**config.mk**
```make
export PLATFORM = sky130hd
export DESIGN_NAME = sys_bus_arbiter
export DESIGN_NICKNAME = d
export VERILOG_FILES = /design/src/rtl/sys_bus_arbiter_pkg.sv /design/src/rtl/sys_bus_arbiter_rr_picker.sv /design/src/rtl/sys_bus_arbiter.sv
export SDC_FILE = /design/constraint.sdc
export NUM_CORES = 1
export LEC_CHECK = 0
export CELL_PAD_IN_SITES_DETAIL_PLACEMENT = 0
export CELL_PAD_IN_SITES_GLOBAL_PLACEMENT = 2
export CORE_ASPECT_RATIO = 2
export CORE_MARGIN = 2
export CORE_UTILIZATION = 22
export CTS_BUF_LIST = sky130_fd_sc_hd__clkbuf_2
export DETAILED_ROUTE_END_ITERATION = 8
export PLACE_DENSITY = 0.84
export SKIP_LAST_GASP = 1
export SLEW_MARGIN = 40
export SYNTH_ARGS = -nofsm -noshare
export SYNTH_HDL_FRONTEND = slang
export SYNTH_SLANG_ARGS = --single-unit
```
**constraint.sdc**
```tcl
create_clock -name sys_clk -period 1.15 [get_ports sys_clk]
set_input_delay 0.23 -clock sys_clk [delete_from_list [all_inputs] [get_ports sys_clk]]
set_output_delay 0.23 -clock sys_clk [all_outputs]
set_load 0.01 [all_outputs]
```
**src/rtl/sys_bus_arbiter_pkg.sv**
```systemverilog
// sys_bus_arbiter_pkg
//   Shared definitions for the system-bus arbiter: FSM state encoding and
//   the helper used to locate one master's field inside a flattened bus.
package sys_bus_arbiter_pkg;

  typedef enum logic [1:0] {
    BUS_IDLE   = 2'd0,
    BUS_ACCESS = 2'd1,
    BUS_ACK    = 2'd2
  } bus_state_e;

  // Low bit of master idx's field in a flattened bus of width-w fields.
  function automatic int slice_lo(input int idx, input int w);
    return idx * w;
  endfunction

endpackage

```
**src/rtl/sys_bus_arbiter_rr_picker.sv**
```systemverilog
// sys_bus_arbiter_rr_picker
//   Combinational round-robin winner selection.
//   Ports:
//     req    in  N       request vector
//     rr_ptr in  IW      master with highest priority this round
//     valid  out 1       at least one request present
//     winner out IW      index of the selected master
module sys_bus_arbiter_rr_picker #(
  parameter int N  = 2,
  parameter int IW = 1
) (
  input  logic [N-1:0]  req,
  input  logic [IW-1:0] rr_ptr,
  output logic          valid,
  output logic [IW-1:0] winner
);

  logic [N-1:0] rot;
  int           pos;

  // Rotate so rr_ptr lands at bit 0, take the lowest set bit, then rotate
  // the found position back into master numbering.
  always_comb begin
    rot = '0;
    for (int i = 0; i < N; i++) begin
      rot[i] = req[(i + int'(rr_ptr)) % N];
    end
    pos = 0;
    for (int i = N - 1; i >= 0; i--) begin
      if (rot[i]) pos = i;
    end
    valid  = |req;
    winner = IW'((pos + int'(rr_ptr)) % N);
  end

endmodule

```
**src/rtl/sys_bus_arbiter.sv**
```systemverilog
// sys_bus_arbiter
//   N-master round-robin arbiter in front of one synchronous memory port.
//   Each grant runs IDLE -> ACCESS (lat_cnt cycles) -> ACK (one cycle).
//   Ports:
//     sys_clk, reset        clock, synchronous active-high reset
//     req/addr/wr/wdata     per-master request, flattened address/data
//     ack                   one-hot single-cycle completion pulse
//     rd_data               registered read data, valid with ack
//     mem_addr/mem_we/mem_wdata/mem_rdata  memory port
//     busy                  high in any state but IDLE
//     grant_id              current or most recent grantee
module sys_bus_arbiter
  import sys_bus_arbiter_pkg::*;
#(
  parameter int NUM_MASTERS = 2,
  parameter int ADDR_WIDTH  = 16,
  parameter int DATA_WIDTH  = 8,
  parameter int MEM_LATENCY = 1,
  localparam int GW    = $clog2(NUM_MASTERS),
  localparam int LAT_W = $clog2(MEM_LATENCY + 1)
) (
  input  logic                              sys_clk,
  input  logic                              reset,
  input  logic [NUM_MASTERS-1:0]            req,
  input  logic [NUM_MASTERS*ADDR_WIDTH-1:0] addr,
  input  logic [NUM_MASTERS-1:0]            wr,
  input  logic [NUM_MASTERS*DATA_WIDTH-1:0] wdata,
  output logic [NUM_MASTERS-1:0]            ack,
  output logic [DATA_WIDTH-1:0]             rd_data,
  output logic [ADDR_WIDTH-1:0]             mem_addr,
  output logic                              mem_we,
  output logic [DATA_WIDTH-1:0]             mem_wdata,
  input  logic [DATA_WIDTH-1:0]             mem_rdata,
  output logic                              busy,
  output logic [GW-1:0]                     grant_id
);

  bus_state_e             state_q, state_d;
  logic [LAT_W-1:0]       lat_cnt_q, lat_cnt_d;
  logic [GW-1:0]          grant_q, grant_d;
  logic [GW-1:0]          rr_ptr_q, rr_ptr_d;
  logic [ADDR_WIDTH-1:0]  mem_addr_q, mem_addr_d;
  logic [DATA_WIDTH-1:0]  mem_wdata_q, mem_wdata_d;
  logic                   mem_we_q, mem_we_d;
  logic [DATA_WIDTH-1:0]  rd_data_q, rd_data_d;
  logic [NUM_MASTERS-1:0] ack_q, ack_d;

  logic                   pick_valid;
  logic [GW-1:0]          pick_winner;

  sys_bus_arbiter_rr_picker #(
    .N  (NUM_MASTERS),
    .IW (GW)
  ) u_picker (
    .req    (req),
    .rr_ptr (rr_ptr_q),
    .valid  (pick_valid),
    .winner (pick_winner)
  );

  always_comb begin
    state_d     = state_q;
    lat_cnt_d   = lat_cnt_q;
    grant_d     = grant_q;
    rr_ptr_d    = rr_ptr_q;
    mem_addr_d  = mem_addr_q;
    mem_wdata_d = mem_wdata_q;
    mem_we_d    = mem_we_q;
    rd_data_d   = rd_data_q;
    ack_d       = '0;
    case (state_q)
      BUS_IDLE: begin
        if (pick_valid) begin
          grant_d     = pick_winner;
          mem_addr_d  = addr[slice_lo(int'(pick_winner), ADDR_WIDTH) +: ADDR_WIDTH];
          mem_wdata_d = wdata[slice_lo(int'(pick_winner), DATA_WIDTH) +: DATA_WIDTH];
          mem_we_d    = wr[pick_winner];
          lat_cnt_d   = wr[pick_winner] ? LAT_W'(1) : LAT_W'(MEM_LATENCY);
          state_d     = BUS_ACCESS;
        end
      end
      BUS_ACCESS: begin
        mem_we_d  = 1'b0;
        lat_cnt_d = lat_cnt_q - 1'b1;
        if (lat_cnt_q == LAT_W'(1)) begin
          // A write always finishes in its first ACCESS cycle, where mem_we_q
          // is still high; a read never has mem_we_q set, so it marks reads.
          if (!mem_we_q) rd_data_d = mem_rdata;
          ack_d[grant_q] = 1'b1;
          rr_ptr_d = (grant_q == GW'(NUM_MASTERS - 1)) ? '0 : grant_q + 1'b1;
          state_d  = BUS_ACK;
        end
      end
      BUS_ACK: begin
        state_d = BUS_IDLE;
      end
      default: begin
        state_d = BUS_IDLE;
      end
    endcase
  end

  always_ff @(posedge sys_clk) begin
    if (reset) begin
      state_q     <= BUS_IDLE;
      lat_cnt_q   <= '0;
      grant_q     <= '0;
      rr_ptr_q    <= '0;
      mem_addr_q  <= '0;
      mem_wdata_q <= '0;
      mem_we_q    <= 1'b0;
      rd_data_q   <= '0;
      ack_q       <= '0;
    end else begin
      state_q     <= state_d;
      lat_cnt_q   <= lat_cnt_d;
      grant_q     <= grant_d;
      rr_ptr_q    <= rr_ptr_d;
      mem_addr_q  <= mem_addr_d;
      mem_wdata_q <= mem_wdata_d;
      mem_we_q    <= mem_we_d;
      rd_data_q   <= rd_data_d;
      ack_q       <= ack_d;
    end
  end

  assign ack       = ack_q;
  assign rd_data   = rd_data_q;
  assign mem_addr  = mem_addr_q;
  assign mem_we    = mem_we_q;
  assign mem_wdata = mem_wdata_q;
  assign busy      = (state_q != BUS_IDLE);
  assign grant_id  = grant_q;

endmodule

```
### After elaboration in Yosys (flattened, before gate mapping)

Index checks and enable logic that the tools add are counted.
Widths: inputs -> output; s select.

* bitwise gates (word level): 4
* $add $sub $neg: 4
* shifts and indexed selects: 2
* reduce and logical (&&, ||, !) cells: 11
* mux-type cells: 19
* order comparisons: 5
* equality and inequality tests: 3

Operators with widths (count)
* $shiftx 32x6->16: 1
* $shiftx 16x5->8: 1
* $mux 1: 13
* $reduce_and 2->1: 4
* $lt 1x2->1 const B: 3
* $mux 2: 2
* $ne 2x2->1 const B: 2
* $pmux 1 s2: 2
* $pmux 2 s2: 1
* $reduce_bool 2->1: 2
* $lt 2x3->1 const B: 1
* $not 1->1: 3
* $reduce_and 3->1: 1
* $reduce_or 3->1: 1
* $eq 2x1->1 const B: 1
* $logic_not 2->1: 1
* $reduce_or 2->1: 1
* $add 1x1->1: 1
* $add 1x1->1 const A: 1
* $add 1x1->1 const B: 1
* $and 1x1->1 const A: 1
* $demux 1 s1: 1
* $ge 1x1->1 const B: 1
* $logic_and 1x1->1: 1
* $sub 1x1->1 const B: 1

* output and inout bits: 37
* input bits: 62
* register bits after elaboration: 40
* logic and storage cells: 57

### Depth between registers and ports, before layout

* word-level depth: 12
* depth in mapped cells: 6
* mapped depth without buffers: 4

### By module

A second synthesis with hierarchy kept.

* cell total of the unflattened synthesis: 175
* area, all modules: 1821.7 sq um

By module, submodules not included
* sys_bus_arbiter: cells each 172, seq. area each 800.8 sq um, area each 1800.5 sq um, instances 1
* sys_bus_arbiter_rr_picker: cells each 3, seq. area each 0.0 sq um, area each 21.3 sq um, instances 1

### Least setup slack after synthesis

No wires, ideal clock.

* path kind: register -> register
* start point: register state_q[0]
* end point: register mem_addr_q[6], in the netlist mem_addr[6]
* clock period less this slack: 1.209 ns
* required time: 1.016 ns
* setup slack: -0.059 ns
* arrival time: 1.075 ns
* cell stages (with the launch flop): 6
* buffers on the path: 1
* library setup time: 0.134 ns
* path through: dfxtp_1 > nor2_2 > inv_2 > buf_6 > a2111oi_2 > nor4_2

* longest elaborated chain between the ends: 2

Ends and longest elaborated chain
* start, declared: RTL line sys_bus_arbiter.sv:38 `bus_state_e state_q, state_d;`
* start signal, assigned: RTL line sys_bus_arbiter.sv:115 `state_q <= state_d;`
* $logic_not 2->1: RTL line sys_bus_arbiter.sv:71 `case (state_q)`
* $reduce_and 2->1 (no line)
* end signal, assigned: RTL line sys_bus_arbiter.sv:119 `mem_addr_q <= mem_addr_d;`
* end, declared: RTL line sys_bus_arbiter.sv:42 `logic [ADDR_WIDTH-1:0] mem_addr_q, mem_addr_d;`

Every way passes these cells.
A chain may end at the register's enable or synchronous reset.

### Worst setup path after layout

* start point: register state_q[1]
* end point: output busy

* longest elaborated chain between the ends: 1

Ends and longest elaborated chain
* $reduce_bool 2->1: RTL line sys_bus_arbiter.sv:132 `assign busy = (state_q != BUS_IDLE);`
* end, declared: RTL line sys_bus_arbiter.sv:34 `output logic busy,`

Every way passes these cells.

==> reports/metrics.cfg <==
[worst_setup_path]
regToRegStartpoint=state_q[1]$_SDFFE_PP0P_
startpoint=state_q[1]$_SDFFE_PP0P_
critPathCaptureType=primary output
critical_path.top_delay_family=flip-flops
required_ps=920
crit_fanout=4
r2r_end=mem_wdata[5]$_SDFFE_PP0P_
r2r_setup_slack_ps=-230
worstSetupPathType=register to primary output
cp.arrival_ps=1180
slowest_delay_ps=410
reg2regPathDepth=4
crit_slowest_cell=dfxtp_4
crit_buf_inv=2
setup.worst_path.start_class=register
crit_cells=3
crit_chain=nor2_4 -> inv_4 -> buf_6

[final_layout]
ff_latch_area_sq_um=853
multi_input_area_sq_mm=0.00175
syn_to_final_growth_pct=101
nets=389
nFillCells=860
drive_above_1_share=0.567
final_common_cell=clkdlybuf4s50_1
layout_common_cells=clkdlybuf4s50_1, buf_6, dfxtp_2

[timing]
finalSetupViolations=69
relSlewSlack=0.731
fmax_mhz=710
setup_ws_ps=-258
tightest_slew_ps=402
clock_skew_ps=26.0
rsz0062_at_grt=true
timing.final.crit_period_ps=1410
setup-tns-final_ps=-6630
hold_viol=0
slew_viol_final=0
timing.final.crit_share=1.22

[floorplanning]
die_w_microns=73.3
io_pins=99
dieArea_sq_mm=0.0104
std_cell_rows=50
fp.dieH_microns=143
core_sq_mm=0.00932
initial_core_util=0.226

[placement]
detailed_place_hpwl_mm=5.83
place_ws_ps=-605
globalplace.congestion=0.829
numPortBuffers=98

[synthesis]
yosys_warnings=0
synthSimpleGateAreaFrac=0.143
avgSynthCellArea_sq_um=9.82
synth_compound_area_frac=0.323
synthCells=215
ys_types=34
netlist_area_sq_mm=0.00211
ys_seq_area_frac=0.379
yosys.area_share.adder=0
postSynthNetCount=277
synthXorXnorAreaFrac=0
synth_top_family_by_area=compound AO/OA/AOI/OAI gates
ys_ff_latch=40
synthMuxAreaShare=0.0379

[grt]
gr-usage-all-layers=0.167
grt_pass1_vias=2461
grt_pass1_wl_mm=13.1
grt_max_degree=29
grt-ovfl-total=0
antenna_found_initial=1

[min_path]
holdPathStages=3
worstHoldStart=reset
whs_endpoint=lat_cnt_q$_SDFFE_PP0P_
hold_path.class=primary input to register

[clock_tree]
clk_pin_slew_ps=250
cts_buffers=5
insertion_delay_ps=460
htreeDepth=2
cts_hold_buf=0
clkSinkCount=40
cts-root-buf=clkbuf_2
max-clock-path-buffers=2
cts_tree=yes

[pwr]
peakVddDrop_uv=682
p_per_area_mw_per_mm2=1070
p_leak_nw=1.36
power_mw=4.53

[drt]
drt_first_pass_iters=4
via_count=2329
post-route-drc-count=0
ant_nets=0
wl_per_cell_microns=20.8
via_per_inst=5.38
wirelength_mm=8.99
drt-initial-drc-count=118

[flow_run]
maxCapViolations=0

[outcome]
violations=setup timing
outcome=finished, violations left

[layer usage]
layer / vias up / GRT usage / share of wire
met5: - / 0 / 0
met4: 0 / 0.101 / 0.040
met3: 17 / 0.0184 / 0.034
met2: 77 / 0.309 / 0.58
met1: 1135 / 0.171 / 0.35
li1: 1100 / - / -
[where the power goes]
part / internal [mW] / leakage, nW / switching (mW) / total (mW)
Combinational: 0.979 / 0.978 / 0.947 / 1.93
Sequential: 1.56 / 0.344 / 0.129 / 1.69
Clock: 0.362 / 0.0390 / 0.551 / 0.913
[registers in the layout, summed over array words and instances (netlist names)]
name,flops
grant_id,1
mem_wdata,8
mem_addr,16
state_q,2
mem_we,1
rr_ptr_q,1
ack,2
lat_cnt_q,1
rd_data,8
[cell type report]
cell class	count	share of cell area
Tap cell	104	0.0306
Multi-Input combinational cell	139	0.412
Sequential cell	40	0.201
Clock inverter	3	0.0100
Clock buffer	5	0.00589
Inverter	5	0.00648
Timing Repair Buffer	136	0.333
Antenna cell	1	0.000589
[Yosys cell counts, drive strengths merged]
cell type	count	area, sq um
and3b	1	8.76
clkinv	1	5.00
o211ai	2	15.0
buf	25	201
o21ai	1	5.00
a2111oi	48	483
o2111ai	2	17.5
a21oi	26	141
inv	4	17.5
mux2i	8	80.1
nor4	24	169
nor2	13	51.3
nand3	1	5.00
clkbuf	6	22.5
nor2b	3	18.8
dfxtp	40	801
and3	1	6.26
nand2b	1	6.26
and4bb	1	12.5
nor3	2	10.0
nand2	2	7.51
or2	1	6.26
a211oi	2	20.0
[worst max-delay path by stage]
stage / end
after floorplan: mem_addr[0]$_SDFFE_PP0P_
after global placement: mem_addr[5]$_SDFFE_PP0P_
after detailed placement: mem_addr[5]$_SDFFE_PP0P_
after CTS: busy
after global routing: busy
final: busy
[cell families (layout without fill, tap and decap cells)]
| group | after synthesis | after routing |
|---|---|---|
| other cells | 0 | 1 |
| mux | 8 | 8 |
| buf+inv | 36 | 149 |
| simple gates | 50 | 50 |
| flops | 40 | 40 |
| compound gates | 81 | 81 |
[worst reg2reg max path: stages (launching register included)]
cell and delay, ps:
dfxtp_4 410, nor2_4 130, buf_4 350, a21oi_1 180
nor4_2 250
[what timing repair did]
item,in CTS,in global routing
pin swaps,12,16
buffers inserted,9,2
resized for setup,298,22
setup endpoints to repair,74,73
gates cloned,0,1
[through the flow]
step	util	cells	hold WS, ps	cell area, sq um
floorplan	-	215	377	2220
global placement	0.362	413	473	3380
detailed placement	0.362	413	486	3380
CTS	0.430	429	101	4010
global route	0.456	433	99.6	4250
finish	0.456	433	117	4250
Power figures use the tool's default switching activity.
==> RTL edit, RTL diff (same flow settings) <==
Encoding of `bus_state_e`: now one-hot (3 bits for 3 states).
--- a/src/rtl/sys_bus_arbiter_pkg.sv
+++ b/src/rtl/sys_bus_arbiter_pkg.sv
@@ -3,10 +3,10 @@
 //   the helper used to locate one master's field inside a flattened bus.
 package sys_bus_arbiter_pkg;
 
-  typedef enum logic [1:0] {
-    BUS_IDLE   = 2'd0,
-    BUS_ACCESS = 2'd1,
-    BUS_ACK    = 2'd2
+  typedef enum logic [2:0] {
+    BUS_IDLE   = 3'b001,
+    BUS_ACCESS = 3'b010,
+    BUS_ACK    = 3'b100
   } bus_state_e;
 
   // Low bit of master idx's field in a flattened bus of width-w fields.
Behaviour: no difference found for any inputs over 10 cycles, from zero or initial values and one cycle with reset high; not proved beyond that.
==> RTL edit against the unedited design <==
- wire length shrank 29%
- design area down 16%
- the run still ends with negative setup slack left
- global-route usage decreased by 1.7 points
- cell count rose by 1.8%
- highest routed layer unchanged
- area after synthesis down 19%
- setup slack got worse by 0.26 ns
- power shrank 0.90%
- sequential cell count is 1 higher
==> RTL edit: results (changes against the unedited design) <==
{
  "outcome": {
    "outcome": {"value": "complete, but fails checks", "change": "unchanged"},
    "failed_checks": {"value": "negative setup slack", "change": "unchanged"}
  },
  "layout": {
    "fillCellCount": {"value": 751, "change": "was 860"},
    "drive_gt1_share": {"value": 48.4, "unit": "%", "change": "was 56.7%"},
    "final_nets": {"value": 408, "change": "was 389"}
  },
  "setup_path": {
    "reg2reg_to": {"value": "mem_addr[6]", "change": "was mem_wdata[5]"},
    "cp_max_fo": {"value": 5, "change": "was 4"},
    "critical-path-slowest-cell": {"value": "sky130_fd_sc_hd__or3b_4", "change": "was sky130_fd_sc_hd__dfxtp_4"},
    "path_delay_family": {"value": "simple AND/OR/NAND/NOR gates", "change": "was flip-flops"},
    "arrival": {"value": 2.02, "unit": "ns", "change": "was 1.18 ns"},
    "setup.worst_path.start": {"value": "state_q[2]", "change": "was state_q[1]"}
  },
  "timing": {
    "final-setup-viol-count": {"value": 51, "change": "was 69"},
    "finalWorstSetupSlack": {"value": -0.515, "unit": "ns", "change": "was -0.258 ns"}
  },
  "yosys": {
    "mean_instance_size_in_the_synthesized_netlist": {"value": 8.20, "unit": "um2", "change": "was 9.82 um2"},
    "number_of_different_library_cells_in_the_post_synthesis_netlist": {"value": 26, "change": "was 34"},
    "synth_sequential_area_ratio": {"value": 47.9, "unit": "%", "change": "was 37.9%"},
    "complex_gate_fraction_of_the_synthesized_area": {"value": 20.2, "unit": "%", "change": "was 32.3%"},
    "net_count_after_synthesis": {"value": 271, "change": "was 277"},
    "synth_top_cells_by_area": {"value": "sky130_fd_sc_hd__dfxtp_1, sky130_fd_sc_hd__nand2_1, sky130_fd_sc_hd__a311oi_1, sky130_fd_sc_hd__nor2_1, sky130_fd_sc_hd__a21oi_1", "change": "was sky130_fd_sc_hd__dfxtp_1, sky130_fd_sc_hd__a2111oi_1, sky130_fd_sc_hd__a2111oi_0, sky130_fd_sc_hd__nor4_1, sky130_fd_sc_hd__a21oi_1"}
  },
  "power_and_ir_drop": {
    "vdd_ir_drop_max": {"value": 0.837, "unit": "mV", "change": "was 0.682 mV"},
    "power.leakage": {"value": 1.45, "unit": "nW", "change": "was 1.36 nW"},
    "p_switching": {"value": 1.31, "unit": "mW", "change": "was 1.63 mW"}
  },
  "routing": {
    "routedWlPerCell": {"value": 14.5, "unit": "um", "change": "was 20.8 um"},
    "drt-initial-drc-count": {"value": 78, "change": "was 118"},
    "viasPerCell": {"value": 4.51, "change": "was 5.38"}
  },
  "placement": {
    "place.detailed.instances": {"value": 408, "change": "was 413"},
    "postPlaceCellArea": {"value": 2940, "unit": "um2", "change": "was 3380 um2"},
    "finalWeightedCongestion": {"value": 0.718, "change": "was 0.829"}
  },
  "global_route": {
    "grt_first_pass_wirelength": {"value": 9690, "unit": "um", "change": "was 13100 um"},
    "antenna_found_initial": {"value": 0, "change": "was 1"}
  },
  "min_path": {
    "worstHoldEndpoint": {"value": "rd_data[3]", "change": "was lat_cnt_q"}
  }
}
RTL edit: cell count changes in the layout (fill, tap and decap cells not counted), sizes merged, moves of 3 or more:
cell,unedited run,this run
a2111oi,48,0
a21oi,26,11
a311oi,0,24
buf,76,84
mux2i,8,1
nand2,2,57
nand2b,1,4
nor2,13,32
nor4,24,0
o21ai,1,9
RTL edit: timing repair:
item | CTS | global route
hold endpoints to repair | 0 | 0
buffers inserted | 13 | 11
setup endpoints to repair | 76 | 78
hold buffers | 0 | 0
pin swaps | 15 | 19
resized for setup | 248 | 47
gates cloned | 4 | 0
RTL edit: routing by layer:
layer / track usage (%) / routed length [um] / part of all wire, %
met1: 14.9 / 2160 / 34
met2: 29.1 / 3890 / 61
met3: 2.45 / 205 / 3.2
met4: 6.72 / 140 / 2.2
met5: 0 / 0 / 0
RTL edit: final cells by class:
cell class                      instances  area [um2]  share of cell area (%)
Tap cell                               94         118                    3.28
Clock buffer                            5        25.0                   0.698
Multi-Input combinational cell        152         998                    27.8
Sequential cell                        41         872                    24.3
Clock inverter                          3        68.8                    1.92
Timing Repair Buffer                  145        1500                    41.8
Inverter                                1        3.75                   0.105
RTL edit: power groups by stage:
stage | registers [mW] | clock network (mW) | logic [mW]
floorplan | 1.74 | 0 | 0.442
global placement | 1.68 | 0 | 1.17
CTS | 1.71 | 1.17 | 1.44
global route | 1.75 | 1.21 | 1.76
detailed placement | 1.68 | 0 | 1.17
finish | 1.72 | 1.13 | 1.64
RTL edit: metrics by stage:
| step | TNS, ns | hold WS, ns |
|---|---|---|
| 3_3_place_gp | -16.93 | 0.459 |
| 5_1_grt | -18.81 | 0.272 |
| 2_1_floorplan | -4.16 | 0.302 |
| 6_report | -13.83 | 0.299 |
| 3_5_place_dp | -17.58 | 0.471 |
| 4_1_cts | -15.05 | 0.249 |
